===== config.mk =====
export PLATFORM = sky130hd
export DESIGN_NAME = multicycle_controller
export DESIGN_NICKNAME = d
export VERILOG_FILES = /design/src/rtl/multicycle_controller.sv
export SDC_FILE = /design/constraint.sdc
export NUM_CORES = 1
export LEC_CHECK = 0
export ABC_AREA = 1
export ABC_CLOCK_PERIOD_IN_PS = 2750
export BUFFER_PORTS_ARGS = -buffer_cell sky130_fd_sc_hd__buf_2
export CORE_AREA = 2 2 39 41
export CTS_BUF_LIST = sky130_fd_sc_hd__clkbuf_4
export CTS_CLUSTER_DIAMETER = 40
export DETAILED_ROUTE_END_ITERATION = 8
export DIE_AREA = 0 0 41 43
export HOLD_SLACK_MARGIN = 0.1
export PLACE_DENSITY = 0.77
export SETUP_SLACK_MARGIN = 0.1
export SLEW_MARGIN = 20
export SYNTH_ARGS = -nofsm -noshare
export SYNTH_HDL_FRONTEND = slang
export SYNTH_SLANG_ARGS = --single-unit

===== constraint.sdc =====
create_clock -name clk -period 2.75 [get_ports clk]
set_input_delay 0.55 -clock clk [delete_from_list [all_inputs] [get_ports clk]]
set_output_delay 0.55 -clock clk [all_outputs]
set_load 0.03 [all_outputs]

===== src/rtl/multicycle_controller.sv =====
// -----------------------------------------------------------------------------
// multicycle_controller
//
// Control unit for a multicycle RV32I-subset datapath (lw, sw, R-type,
// I-type ALU, jal, beq). A Moore main FSM sequences each instruction through
// Fetch/Decode and its execute states. Small combinational decoders produce
// the ALU operation and the immediate format.
//
// Ports
//   clk         in   1  rising-edge clock for all state
//   reset       in   1  synchronous, active-high; forces Fetch
//   op          in   7  instruction opcode, bits [6:0]
//   funct3      in   3  instruction bits [14:12]
//   funct7b5    in   1  instruction bit 30
//   Zero        in   1  ALU zero flag for the current cycle
//   PCWrite     out  1  PC load enable (unconditional update or taken beq)
//   AdrSrc      out  1  memory address select (0 = PC, 1 = ALU result)
//   MemWrite    out  1  data memory write enable
//   IRWrite     out  1  instruction register load enable
//   RegWrite    out  1  register file write enable
//   ResultSrc   out  2  result mux select
//   ALUSrcA     out  2  ALU operand A select
//   ALUSrcB     out  2  ALU operand B select
//   ImmSrc      out  2  immediate format select
//   ALUControl  out  3  ALU op: 000 AND, 001 OR, 010 ADD, 110 SUB, 111 SLT
//   state       out  4  current state encoding (debug only)
// -----------------------------------------------------------------------------
module multicycle_controller (
    input  logic       clk,
    input  logic       reset,
    input  logic [6:0] op,
    input  logic [2:0] funct3,
    input  logic       funct7b5,
    input  logic       Zero,
    output logic       PCWrite,
    output logic       AdrSrc,
    output logic       MemWrite,
    output logic       IRWrite,
    output logic       RegWrite,
    output logic [1:0] ResultSrc,
    output logic [1:0] ALUSrcA,
    output logic [1:0] ALUSrcB,
    output logic [1:0] ImmSrc,
    output logic [2:0] ALUControl,
    output logic [3:0] state
);

    // Encodings are visible on the debug port, so they are fixed explicitly.
    typedef enum logic [3:0] {
        S_FETCH     = 4'd0,
        S_DECODE    = 4'd1,
        S_MEM_ADR   = 4'd2,
        S_MEM_READ  = 4'd3,
        S_MEM_WB    = 4'd4,
        S_MEM_WRITE = 4'd5,
        S_EXECUTE_R = 4'd6,
        S_ALU_WB    = 4'd7,
        S_EXECUTE_I = 4'd8,
        S_JAL       = 4'd9,
        S_BEQ       = 4'd10
    } state_t;

    // Coarse ALU request from the FSM; the ALU decoder refines FUNCT.
    typedef enum logic [1:0] {
        ALU_OP_ADD   = 2'b00,
        ALU_OP_SUB   = 2'b01,
        ALU_OP_FUNCT = 2'b10
    } alu_op_t;

    localparam logic [6:0] OP_LOAD   = 7'b0000011;
    localparam logic [6:0] OP_STORE  = 7'b0100011;
    localparam logic [6:0] OP_R_TYPE = 7'b0110011;
    localparam logic [6:0] OP_I_ALU  = 7'b0010011;
    localparam logic [6:0] OP_JAL    = 7'b1101111;
    localparam logic [6:0] OP_BEQ    = 7'b1100011;

    localparam logic [2:0] F3_ADD_SUB = 3'b000;
    localparam logic [2:0] F3_SLT     = 3'b010;
    localparam logic [2:0] F3_OR      = 3'b110;
    localparam logic [2:0] F3_AND     = 3'b111;

    localparam logic [2:0] ALU_AND = 3'b000;
    localparam logic [2:0] ALU_OR  = 3'b001;
    localparam logic [2:0] ALU_ADD = 3'b010;
    localparam logic [2:0] ALU_SUB = 3'b110;
    localparam logic [2:0] ALU_SLT = 3'b111;

    state_t  state_q;
    state_t  state_d;
    logic    pc_update;
    logic    branch;
    alu_op_t alu_op;

    // -------------------------------------------------------------------------
    // State register
    // -------------------------------------------------------------------------
    always_ff @(posedge clk) begin
        // NOTE: non-blocking assignment so every flop samples pre-edge values.
        if (reset) begin
            state_q <= S_FETCH;
        end else begin
            state_q <= state_d;
        end
    end

    assign state = state_q;

    // -------------------------------------------------------------------------
    // Next-state logic
    // -------------------------------------------------------------------------
    always_comb begin
        // NOTE: default assigned first so no path leaves state_d unassigned
        // (which would infer a latch).
        state_d = S_FETCH;
        case (state_q)
            S_FETCH: state_d = S_DECODE;
            S_DECODE: begin
                case (op)
                    OP_LOAD, OP_STORE: state_d = S_MEM_ADR;
                    OP_R_TYPE:         state_d = S_EXECUTE_R;
                    OP_I_ALU:          state_d = S_EXECUTE_I;
                    OP_JAL:            state_d = S_JAL;
                    OP_BEQ:            state_d = S_BEQ;
                    // Unsupported opcodes are dropped: straight back to Fetch
                    // without touching memory or the register file.
                    default:           state_d = S_FETCH;
                endcase
            end
            S_MEM_ADR:   state_d = (op == OP_LOAD) ? S_MEM_READ : S_MEM_WRITE;
            S_MEM_READ:  state_d = S_MEM_WB;
            S_EXECUTE_R: state_d = S_ALU_WB;
            S_EXECUTE_I: state_d = S_ALU_WB;
            S_JAL:       state_d = S_ALU_WB;
            S_MEM_WB:    state_d = S_FETCH;
            S_MEM_WRITE: state_d = S_FETCH;
            S_ALU_WB:    state_d = S_FETCH;
            S_BEQ:       state_d = S_FETCH;
            // Encodings 11-15 recover to Fetch.
            default:     state_d = S_FETCH;
        endcase
    end

    // -------------------------------------------------------------------------
    // Moore outputs: everything inactive unless the current state says so.
    // Illegal encodings fall into the default and drive nothing, so a
    // corrupted state register can never cause a write.
    // -------------------------------------------------------------------------
    always_comb begin
        AdrSrc    = 1'b0;
        MemWrite  = 1'b0;
        IRWrite   = 1'b0;
        RegWrite  = 1'b0;
        ResultSrc = 2'b00;
        ALUSrcA   = 2'b00;
        ALUSrcB   = 2'b00;
        pc_update = 1'b0;
        branch    = 1'b0;
        alu_op    = ALU_OP_ADD;
        case (state_q)
            S_FETCH: begin
                // PC + 4 through the ALU while the instruction is latched.
                IRWrite   = 1'b1;
                ALUSrcB   = 2'b10;
                ResultSrc = 2'b10;
                pc_update = 1'b1;
            end
            S_DECODE: begin
                // Speculative branch target old_pc + imm.
                ALUSrcA = 2'b01;
                ALUSrcB = 2'b01;
            end
            S_MEM_ADR: begin
                ALUSrcA = 2'b10;
                ALUSrcB = 2'b01;
            end
            S_MEM_READ: begin
                AdrSrc = 1'b1;
            end
            S_MEM_WB: begin
                ResultSrc = 2'b01;
                RegWrite  = 1'b1;
            end
            S_MEM_WRITE: begin
                AdrSrc   = 1'b1;
                MemWrite = 1'b1;
            end
            S_EXECUTE_R: begin
                ALUSrcA = 2'b10;
                alu_op  = ALU_OP_FUNCT;
            end
            S_ALU_WB: begin
                RegWrite = 1'b1;
            end
            S_EXECUTE_I: begin
                ALUSrcA = 2'b10;
                ALUSrcB = 2'b01;
                alu_op  = ALU_OP_FUNCT;
            end
            S_JAL: begin
                // ALU forms the link value old_pc + 4; PC takes the target.
                ALUSrcA   = 2'b01;
                ALUSrcB   = 2'b10;
                pc_update = 1'b1;
            end
            S_BEQ: begin
                // rs1 - rs2; the branch is taken when the difference is zero.
                ALUSrcA = 2'b10;
                alu_op  = ALU_OP_SUB;
                branch  = 1'b1;
            end
            default: ;
        endcase
    end

    // Zero is consumed in the same cycle, so PCWrite stays combinational.
    assign PCWrite = pc_update | (branch & Zero);

    // -------------------------------------------------------------------------
    // ALU decoder
    // -------------------------------------------------------------------------
    always_comb begin
        ALUControl = ALU_ADD;
        case (alu_op)
            ALU_OP_ADD: ALUControl = ALU_ADD;
            ALU_OP_SUB: ALUControl = ALU_SUB;
            ALU_OP_FUNCT: begin
                case (funct3)
                    // Only R-type (op[5]=1) with bit 30 set is a subtract;
                    // addi with a negative immediate also has bit 30 set.
                    F3_ADD_SUB: ALUControl = (op[5] & funct7b5) ? ALU_SUB : ALU_ADD;
                    F3_SLT:     ALUControl = ALU_SLT;
                    F3_OR:      ALUControl = ALU_OR;
                    F3_AND:     ALUControl = ALU_AND;
                    default:    ALUControl = ALU_ADD;
                endcase
            end
            default: ALUControl = ALU_ADD;
        endcase
    end

    // -------------------------------------------------------------------------
    // Immediate format decoder (I=00, S=01, B=10, J=11)
    // -------------------------------------------------------------------------
    always_comb begin
        ImmSrc = 2'b00;
        case (op)
            OP_LOAD, OP_I_ALU: ImmSrc = 2'b00;
            OP_STORE:          ImmSrc = 2'b01;
            OP_BEQ:            ImmSrc = 2'b10;
            OP_JAL:            ImmSrc = 2'b11;
            default:           ImmSrc = 2'b00;
        endcase
    end

endmodule


# Word-level counts from Yosys, hierarchy flattened
# Cells that the tools add are included.
# word_totals
register_bits	4
inputBits	14
out_inout_bits	20
elab_cells	53
# op_classes
n_eq_ne	21
n_mux	17
bitwise	3
n_reduce_logical	11
# op_table
operator	n
$pmux W4 S5	2
$eq A4 B3 Y1 const B	4
$pmux W2 S2	4
$eq A7 B6 Y1 const B	2
$eq A7 B7 Y1 const B	2
$eq A4 B4 Y1 const B	3
$pmux W3 S4	1
$reduce_or A2 Y1	6
$eq A4 B2 Y1 const B	2
$eq A7 B2 Y1 const B	1
$eq A7 B5 Y1 const B	1
$eq A3 B3 Y1 const B	2
$mux W1	6
$mux W3	2
$pmux W2 S3	1
$pmux W3 S2	1
$reduce_or A3 Y1	2
$eq A4 B1 Y1 const B	1
$logic_not A4 Y1	1
$reduce_or A4 Y1	1
$eq A3 B2 Y1 const B	1
$logic_not A3 Y1	1
$and A1 B1 Y1	2
$eq A2 B1 Y1 const B	1
other kinds (2)	2

# Logic depth before layout (Yosys ltp)
# Gate-level depths: netlist of the first run.
# depth
word_depth	5
ltp_mapped	9
depth_no_buf	9

# Worst setup path after synthesis of the first run
# No wires, ideal clock.
# synth_path
kind	register to output
start	register state_q[3], in the netlist state[3]
end	output port ALUControl[0]
t_arrival_ps	1813
required_ps	2200
setup_slack_ps	387
stages_incl_launch_ff	10
n_path_buf	0
path_cell_list	dfxtp_1 inv_1 nor2_1 nand2_1 nand2_2 inv_1 ha_1 inv_1 nand3_1 nor2_1
# synth_via
elab_chain_len	5
elab_cells_between_ends	8
cone_classes	5 x eq/ne; 2 x mux; 1 x reduce/logical
# synth_lines
item	line	rtl
start: declaration	88	state_t state_q;
start signal: assignment	102	state_q <= state_d;
$eq A4 B4 Y1 / $eq A4 B3 Y1 (equally long branches)	159	case (state_q)
$reduce_or A2 Y1 (no source line)	--	
$pmux W2 S2 *	159	
$eq A2 B2 Y1 / $eq A2 B1 Y1 (equally long branches)	223	case (alu_op)
$pmux W3 S2 *	223	
end: declaration	44	output logic [2:0] ALUControl,
# Every way passes the cells marked *; elsewhere a longest branch is shown, timed or not.

# Final worst setup path of the first run
# Same ends and word-level chain as after synthesis.

==> results of run 1 <==
==> metrics by stage <==
step                util, %  power, W
CTS                    53.6  0.000208
detailed placement     52.0  0.000135
finish                 53.6  0.000207
global route           53.6  0.000223
floorplan                 -  0.000111
global placement       52.0  0.000134
==> cell families (layout without fill, tap and decap cells) <==
| kind of cell | count (synthesis) | in the layout | share of synthesized area (%) |
|---|---|---|---|
| simple gates | 72 | 72 | 56.4 |
| buf+inv | 24 | 59 | 17.3 |
| compound gates | 7 | 7 | 6.93 |
| flops | 4 | 4 | 14.8 |
| fa+ha+maj | 2 | 2 | 4.62 |
==> cells in the mapped netlist <==
library cell / number / area [sq um]
nand2_1: 30 / 113
nor2_1: 26 / 97.6
inv_1: 22 / 82.6
nand3_1: 9 / 45.0
a21oi_1: 4 / 20.0
dfxtp_1: 4 / 80.1
ha_1: 2 / 25.0
nand4_1: 2 / 12.5
nor2_2: 2 / 12.5
o21ai_0: 2 / 10.0
buf_4: 1 / 7.51
inv_2: 1 / 3.75
nand2_2: 1 / 6.26
nand3b_1: 1 / 7.51
nor2_4: 1 / 11.3
o31ai_1: 1 / 7.51
==> worst register-to-register path, cell delays in order (launching register included) <==
cell and delay (ns):
dfxtp_1 0.41, nor2_1 0.11, nand2_1 0.17, inv_1 0.06
nor2_1 0.11, nand3_1 0.08, nand2_1 0.07, inv_1 0.03
==> worst paths after layout <==
kind | startpoint | end | slack [ns] | cells past startpoint
setup / recovery | state[3] | ALUControl[0] | 0.33 | 10
hold / removal | reset | state[0] | 0.51 | 2
hold reg to reg | state[0] | state[0] | 0.73 | 5
setup reg to reg | state[2] | state[1] | 1.61 | 7
==> where the power goes <==
| part | leakage, nW | internal, W | switching, W |
|---|---|---|---|
| Clock | 0.0138 | 0.0000488 | 0.0000241 |
| Combinational | 0.451 | 0.0000236 | 0.0000489 |
| Sequential | 0.0326 | 0.0000598 | 0.00000190 |
==> routing by layer <==
layer / GRT usage (%) / wire (um) / up-vias
li1: - / - / 401
met1: 21.2 / 602 / 329
met2: 30.9 / 721 / 17
met3: 2.62 / 63 / 2
met4: 5.33 / 14 / 0
met5: 0 / 0 / -
==> area by class of cell <==
type,instances,area [sq um],share of cell area (%)
clock buffers,3,22.5,3.04
inverters,23,86.3,11.6
multi-input cells,81,368,49.6
flip-flops and latches,4,80.1,10.8
well taps,16,20.0,2.70
repair buffers,33,165,22.3
==> results.sh, run 1 <==
export IMPL_grt_pass1_wl_um=2280
export IMPL_dp_cells=157
export IMPL_syn_inst=109
export IMPL_final_cells=160
export IMPL_dp_slack_ns=0.600
export IMPL_gp_congestion=0.788
export IMPL_power_leakage_nw=0.497
export IMPL_die_height_um=43
export IMPL_drt_initial_drc_count=7
export IMPL_min_period_over_period_pct=87.9
export IMPL_startpoint_type="register"
export IMPL_finalNetCount=162
export IMPL_syn_area_per_cell_sq_um=4.97
export IMPL_diodes=0
export IMPL_cts_hold_buf=0
export IMPL_max_freq_mhz=414
export IMPL_final_setup_tns_ns=0
export IMPL_ctsResizeCount=0
export IMPL_cts_setup_buffers=0
export IMPL_pin_count=34
export IMPL_setup_ws_ns=0.332
export IMPL_timing_hold_ws_ns=0.508
export IMPL_crit_buf_inv=4
export IMPL_start_util_pct=39.2
export IMPL_final_area_sq_um=742
export IMPL_rsz0062_at_grt="no"
export IMPL_worstPathRequired_ns=2.20
export IMPL_cp_max_fo=4
export IMPL_post_dp_hpwl_um=1210
export IMPL_fin_worst_skew_ns=0.000957
export IMPL_grt_overflow_total=0
export IMPL_cp_end_kind="output port"
export IMPL_first_pass_iters=4
export IMPL_grt_max_degree=7
export IMPL_antenna_found_initial=0
export IMPL_slowest_stage="dfxtp_1"
export IMPL_path_delay_family="simple AND/OR/NAND/NOR gates"
export IMPL_row_count=14
export IMPL_wl_um=1400
export IMPL_period_needed_ns=2.42
export IMPL_max_stage_delay_ns=0.38
export IMPL_synth_seq_cells=4
export IMPL_crit_type="register to output port"
export IMPL_syn_area_sq_um=542
export IMPL_ys_types=16
export IMPL_yosys_warnings=0
export IMPL_tritoncts="built"
export IMPL_finalSetupViolations=0
export IMPL_seq_area_frac_synth_pct=14.8
export IMPL_filler_cell_count=155
export IMPL_placed_cell_area_sq_um=719
export IMPL_critical_path_arrival_ns=1.87
export IMPL_h_tree_depth=1
export IMPL_dieArea_sq_um=1760
export IMPL_core_area_sq_um=1380
export IMPL_cts_sinks=4
export IMPL_die_w_um=41
export IMPL_clk_latency_ns=0.23
export IMPL_area_delta_synth_final_pct=37.0
export IMPL_port_buffers=33
export IMPL_ir_worst_vdd_uv=284
export IMPL_wl_per_cell_um=8.76
export IMPL_max_slew_worst_pin_slew_ns=0.280
export IMPL_synth_nets=125
export IMPL_vias_per_cell=4.68
export IMPL_slew_headroom_pct=81.2
export IMPL_finalHoldViolCount=0
export IMPL_grt_pass1_vias=638
export IMPL_status="complete, no violations"
export IMPL_cts_root_buf="clkbuf_4"
export IMPL_ant_nets=0
export IMPL_maxSlewViolCount=0
export IMPL_powerDensity_nw_per_um2=279
export IMPL_max_cap_violations=0
export IMPL_clk_pin_slew_ns=0.04
export IMPL_clockBufferDepth=2
export IMPL_drc=0
export IMPL_final_common_cell="buf_2"
export IMPL_grt_use_total_pct=17.9
export IMPL_crit_chain="inv_1 -> nor2_1 -> nand2_1 -> nand2_2 -> inv_1 -> ha_1 -> inv_1 -> nand3_1 -> nor2_1 -> buf_2"
export IMPL_cts_buffers_inserted=3
export IMPL_dr_total_vias=749
export IMPL_crit_top_cell="inv_1"
export IMPL_layout_common_cells="buf_2, nand2_1, nor2_1"
export IMPL_min_path_type="input pin to register"
export IMPL_layout_drive_gt1_share_pct=28.5
export IMPL_largest_reg_flops=4
(Power assumes the default switching activity.)
==> inputs of run 2 (changes only) <==
- ABC_CLOCK_PERIOD_IN_PS: 2750 -> 2000
- CORE_AREA: 2 2 39 41 -> unset
- CORE_MARGIN: unset -> 2
- CORE_UTILIZATION: unset -> 39
- DIE_AREA: 0 0 41 43 -> unset
- RECOVER_POWER: unset -> 25
- clock period: 2.75 -> 2 ns (I/O delays scaled with it)
==> run 2 against run 1 <==
Against the previous run: sequential share of layout area shrank 1.3 points; clock skew grew 0.0034 ns; global-route usage grew 4.1 points; register-to-register slack lost 1.0 ns; combinational power grew 55%; utilization grew 21 points; sequential power grew 35%; clock power grew 27%; cell area grew 31%; highest routed layer unchanged; hold slack lost 0.15 ns; cell count grew 6.9%; die area shrank 3.4%.
==> results.sh, run 2 (synthesis gave the netlist of run 1 again) <==
export IMPL_max_freq_mhz=512
export IMPL_grt_pass1_wl_um=2570
export IMPL_cts_sinks=4
export IMPL_vias_per_cell=4.92
export IMPL_ir_worst_vdd_uv=380
export IMPL_port_buffers=33
export IMPL_min_period_over_period_pct=97.7
export IMPL_area_delta_synth_final_pct=79.7
export IMPL_min_path_type="input pin to register"
export IMPL_largest_reg_flops=4
export IMPL_diodes=0
export IMPL_cp_endpoint="ALUControl[0]"
export IMPL_finalHoldViolCount=0
export IMPL_final_cells=171
export IMPL_max_cap_violations=0
export IMPL_core_area_sq_um=1300
export IMPL_final_common_cell="nand2_1"
export IMPL_layout_common_cells="nand2_1, buf_2, nor2_1"
export IMPL_power_leakage_nw=0.557
export IMPL_worstHoldPathCells=2
export IMPL_dieArea_sq_um=1700
export IMPL_antenna_found_initial=0
export IMPL_dr_total_vias=841
export IMPL_post_dp_hpwl_um=1220
export IMPL_grt_max_degree=7
export IMPL_grt_use_total_pct=22.0
export IMPL_first_pass_iters=4
export IMPL_grt_overflow_total=0
export IMPL_cts_buffers_inserted=3
export IMPL_period_needed_ns=1.95
export IMPL_die_w_um=41.3
export IMPL_tritoncts="built"
export IMPL_powerDensity_nw_per_um2=296
export IMPL_cts_root_buf="clkbuf_4"
export IMPL_crit_type="register to output port"
export IMPL_grt_pass1_vias=705
export IMPL_r2r_end="state[2]"
export IMPL_row_count=13
export IMPL_wl_um=1860
export IMPL_r2r_cells=10
export IMPL_startpoint_type="register"
export IMPL_critical_path_arrival_ns=1.55
export IMPL_finalSetupViolations=0
export IMPL_finalNetCount=174
export IMPL_rrSetupSlack_ns=0.59
export IMPL_die_height_um=41.3
export IMPL_status="complete, no violations"
export IMPL_clk_pin_slew_ns=0.04
export IMPL_filler_cell_count=115
export IMPL_drc=0
export IMPL_worstPathRequired_ns=1.60
export IMPL_rsz0062_at_grt="yes"
export IMPL_fin_worst_skew_ns=0.00437
export IMPL_max_slew_worst_pin_slew_ns=0.367
export IMPL_clk_latency_ns=0.23
export IMPL_timing_hold_ws_ns=0.358
export IMPL_cp_max_fo=6
export IMPL_slew_headroom_pct=75.6
export IMPL_start_util_pct=41.6
export IMPL_startpoint="state[1]"
export IMPL_cp_end_kind="output port"
export IMPL_wl_per_cell_um=10.9
export IMPL_r2r_start="state[3]"
export IMPL_dp_cells=157
export IMPL_ant_nets=0
export IMPL_h_tree_depth=1
export IMPL_clockBufferDepth=2
export IMPL_gp_congestion=0.842
export IMPL_drt_initial_drc_count=16
export IMPL_maxSlewViolCount=0
export IMPL_layout_drive_gt1_share_pct=48.1
export IMPL_pin_count=34
run 2: cell count changes in the layout (fill, tap and decap cells not counted), sizes merged:
cell	previous run	this run
buf	33	40
clkbuf	3	8
run 2: where the power goes:
group	total [W]	switching, W	internal, W
Combinational	0.000112	0.0000735	0.0000387
Sequential	0.0000833	0.00000434	0.0000790
Clock	0.0000927	0.0000261	0.0000666
run 2: area by class of cell:
class	count	area (sq um)	share of cell area, %
Multi-Input combinational cell	81	452	46.4
Timing Repair Buffer	45	292	29.9
Inverter	23	96.3	9.90
Sequential cell	4	92.6	9.51
Clock buffer	3	22.5	2.31
Tap cell	15	18.8	1.93
run 2: metrics by stage:
stage	worst slack, ns	setup TNS (ns)	area [sq um]	util (%)	total power [W]
6_report	0.0457	0	973	74.8	0.000288
5_1_grt	-0.0343	-0.0577	973	74.8	0.000310
4_1_cts	0.0452	0	905	69.5	0.000284
3_5_place_dp	0.0298	0	749	57.6	0.000186
3_3_place_gp	0.0659	0	749	57.6	0.000184
2_1_floorplan	0.0849	0	566	-	0.000151
run 2: critical path, stage by stage, from the launching register on:
cell     delay (ns)
dfxtp_4        0.38
inv_4          0.05
nor2_4         0.11
nand2_2        0.08
nand2_2        0.09
inv_2          0.05
ha_4           0.21
inv_2          0.06
nand3_2        0.08
nor2_4         0.09
buf_6          0.13
run 2: repair_timing:
item / in CTS / in global routing
setup buffers: 11 / 1
hold buffers: 0 / 0
endpoints found under the setup margin: 3 / 10
resized for setup: 18 / 28
endpoints found under the hold margin: 0 / 0
pin swaps: 6 / 4
run 2: worst min path at each step:
stage	from	to	slack, ns
global placement	reset	state[2]	0.59
finish	reset	state[2]	0.36
floorplan	reset	state[0]	0.46
CTS	reset	state[2]	0.35
global route	reset	state[0]	0.36
detailed placement	reset	state[2]	0.59
run 2: metal layers:
layer	vias to the layer above	global-route usage, %	wire [um]
li1	428	-	-
met1	368	23.7	752
met2	39	42.2	932
met3	6	4.35	139
met4	0	6.45	36
met5	-	0	0
==> inputs of run 3 (changes only) <==
--- a/config.mk
+++ b/config.mk
@@ -17,5 +17,4 @@
 export PLACE_DENSITY = 0.77
-export RECOVER_POWER = 25
 export SETUP_SLACK_MARGIN = 0.1
-export SLEW_MARGIN = 20
+export SLEW_MARGIN = 10
 export SYNTH_ARGS = -nofsm -noshare
==> constraint.sdc (replaced) <==
create_clock -name clk -period 2 [get_ports clk]
set_input_delay 0.1 -clock clk [delete_from_list [all_inputs] [get_ports clk]]
set_output_delay 0.1 -clock clk [all_outputs]
set_load 0.03 [all_outputs]
==> run 3 against run 2 <==
Against the previous run: utilization down 12 points; total power down 1.2%; clock skew up 0.0013 ns; routed wire length down 16%; non-clock buffer count down 10; maximum frequency up 10%; setup slack better by 0.18 ns; combinational power down 8%; global-route usage down 4.0 points; critical path type unchanged; largest power group unchanged; highest routed layer unchanged.
==> results.sh, run 3 (synthesis gave the netlist of run 1 again) <==
export IMPL_rrSetupSlack_ns=0.79
export IMPL_r2r_end="state[1]"
export IMPL_clockBufferDepth=2
export IMPL_ant_nets=0
export IMPL_wl_um=1560
export IMPL_row_count=13
export IMPL_min_delay_start="op[5]"
export IMPL_worstHoldEndpoint="state[3]"
export IMPL_power_leakage_nw=0.506
export IMPL_filler_cell_count=134
export IMPL_wl_met3_um=109
export IMPL_final_area_sq_um=816
export IMPL_power_total_w=0.000285
export IMPL_powerDensity_nw_per_um2=349
export IMPL_grt_max_degree=7
export IMPL_grt_pass1_wl_um=1990
export IMPL_post_dp_hpwl_um=1150
export IMPL_max_freq_mhz=564
export IMPL_crit_chain="nor2_2 -> nand2_2 -> nand2_2 -> inv_1 -> ha_4 -> inv_2 -> nand3_1 -> nor2_2 -> buf_6"
export IMPL_min_path_type="input pin to register"
export IMPL_port_buffers=33
export IMPL_layout_common_cells="buf_2, nand2_1, inv_1, nor2_1, nand3_1"
export IMPL_finalNetCount=164
export IMPL_diodes=0
export IMPL_dieArea_sq_um=1700
export IMPL_placed_cell_area_sq_um=721
export IMPL_maxSlewViolCount=0
export IMPL_antenna_found_initial=0
export IMPL_cp_max_fo=6
export IMPL_tritoncts="built"
export IMPL_clk_pin_slew_ns=0.04
export IMPL_vias_per_cell=4.71
export IMPL_dr_total_vias=759
export IMPL_h_tree_depth=1
export IMPL_slowest_stage="dfxtp_1"
export IMPL_multi_input_area_sq_um=408
export IMPL_slew_headroom_pct=80.2
export IMPL_final_util_pct=62.7
export IMPL_grt_overflow_total=0
export IMPL_startpoint_type="register"
export IMPL_finalHoldViolCount=0
export IMPL_period_needed_ns=1.77
export IMPL_seq_area_sq_um=91.3
export IMPL_rsz0062_at_grt="no"
export IMPL_die_height_um=41.3
export IMPL_cts_sinks=4
export IMPL_wl_met1_um=672
export IMPL_fin_worst_skew_ns=0.00571
export IMPL_cp_end_kind="output port"
export IMPL_worstPathRequired_ns=1.90
export IMPL_finalSetupViolations=0
export IMPL_first_pass_iters=4
export IMPL_r2r_start="state[0]"
export IMPL_core_area_sq_um=1300
export IMPL_largest_reg_flops=4
export IMPL_wl_met2_um=758
export IMPL_die_w_um=41.3
export IMPL_drt_initial_drc_count=21
export IMPL_max_stage_delay_ns=0.45
export IMPL_grt_pass1_vias=544
export IMPL_gp_congestion=0.863
export IMPL_grt_use_total_pct=18.0
export IMPL_status="complete, no violations"
export IMPL_cts_root_buf="clkbuf_4"
export IMPL_cts_buffers_inserted=3
export IMPL_drc=0
export IMPL_ir_worst_vdd_uv=295
export IMPL_wl_per_cell_um=9.71
export IMPL_layout_drive_gt1_share_pct=37.0
export IMPL_worstHoldPathCells=6
export IMPL_critical_path_arrival_ns=1.67
export IMPL_clk_latency_ns=0.24
export IMPL_startpoint="state[0]"
export IMPL_start_util_pct=41.6
export IMPL_pin_count=34
export IMPL_r2r_cells=8
export IMPL_max_slew_worst_pin_slew_ns=0.296
export IMPL_max_cap_violations=0
export IMPL_top_layer="met4"
export IMPL_final_common_cell="buf_2"
export IMPL_crit_type="register to output port"
export IMPL_final_setup_tns_ns=0
export IMPL_area_delta_synth_final_pct=50.6
export IMPL_min_period_over_period_pct=88.7
-- run 3: cell count changes in the layout (fill, tap and decap cells not counted), moves of 2 or more --
cell | before | now
a21oi_1 | 2 | 4
a21oi_2 | 2 | 0
buf_2 | 20 | 32
buf_4 | 15 | 1
buf_6 | 5 | 1
clkbuf_1 | 4 | 0
inv_1 | 15 | 21
inv_2 | 4 | 2
inv_4 | 4 | 0
nor2_1 | 19 | 21
nor2_2 | 3 | 5
nor2_4 | 7 | 3
-- run 3: metrics by stage --
stage          setup WS (ns)  hold WS (ns)  cells
6_report               0.227         0.310    161
5_1_grt                0.109         0.358    161
4_1_cts                0.101         0.312    160
3_5_place_dp           0.274         0.293    156
3_3_place_gp           0.351         0.294    156
2_1_floorplan          0.125         0.172    109
-- run 3: worst max path at each step --
stage	end	cells after the start
floorplan	ALUControl[2]	7
global placement	ALUControl[0]	10
detailed placement	ALUControl[0]	10
CTS	ALUControl[0]	10
global route	ALUControl[0]	9
finish	ALUControl[0]	9
-- run 3: timing repair --
action / 4_1_cts / 5_1_grt
hold endpoints to repair: 2 / 0
hold buffers: 1 / 0
endpoints found under the setup margin: 1 / 3
pin swaps: 0 / 5
buffers inserted: 0 / 1
resized for setup: 3 / 15
cloned: 0 / 0
-- run 3: area by class of cell --
type	count	share of cell area, %
clock buffers	3	2.76
repair buffers	35	23.2
inverters	23	10.6
well taps	15	2.30
flip-flops and latches	4	11.2
multi-input cells	81	50.0
-- run 3: layer usage --
layer,up-vias,GRT usage (%)
li1,406,-
met1,313,21.2
met2,35,29.3
met3,5,5.43
met4,0,8.87
met5,-,0
-- run 3: where the power goes --
part           switching (W)  leakage (nW)  internal (W)
Clock              0.0000322        0.0138     0.0000670
Combinational      0.0000692         0.458     0.0000340
Sequential        0.00000388        0.0350     0.0000786
Total               0.000105         0.506      0.000180
-- run 3: critical path, delay by kind of cell, from the launching register on --
kind | cells | cell delay, ns
and+or+nand+nor | 5 | 0.50
buffers and inverters | 3 | 0.29
DFF | 1 | 0.45
adders and majority gates | 1 | 0.21
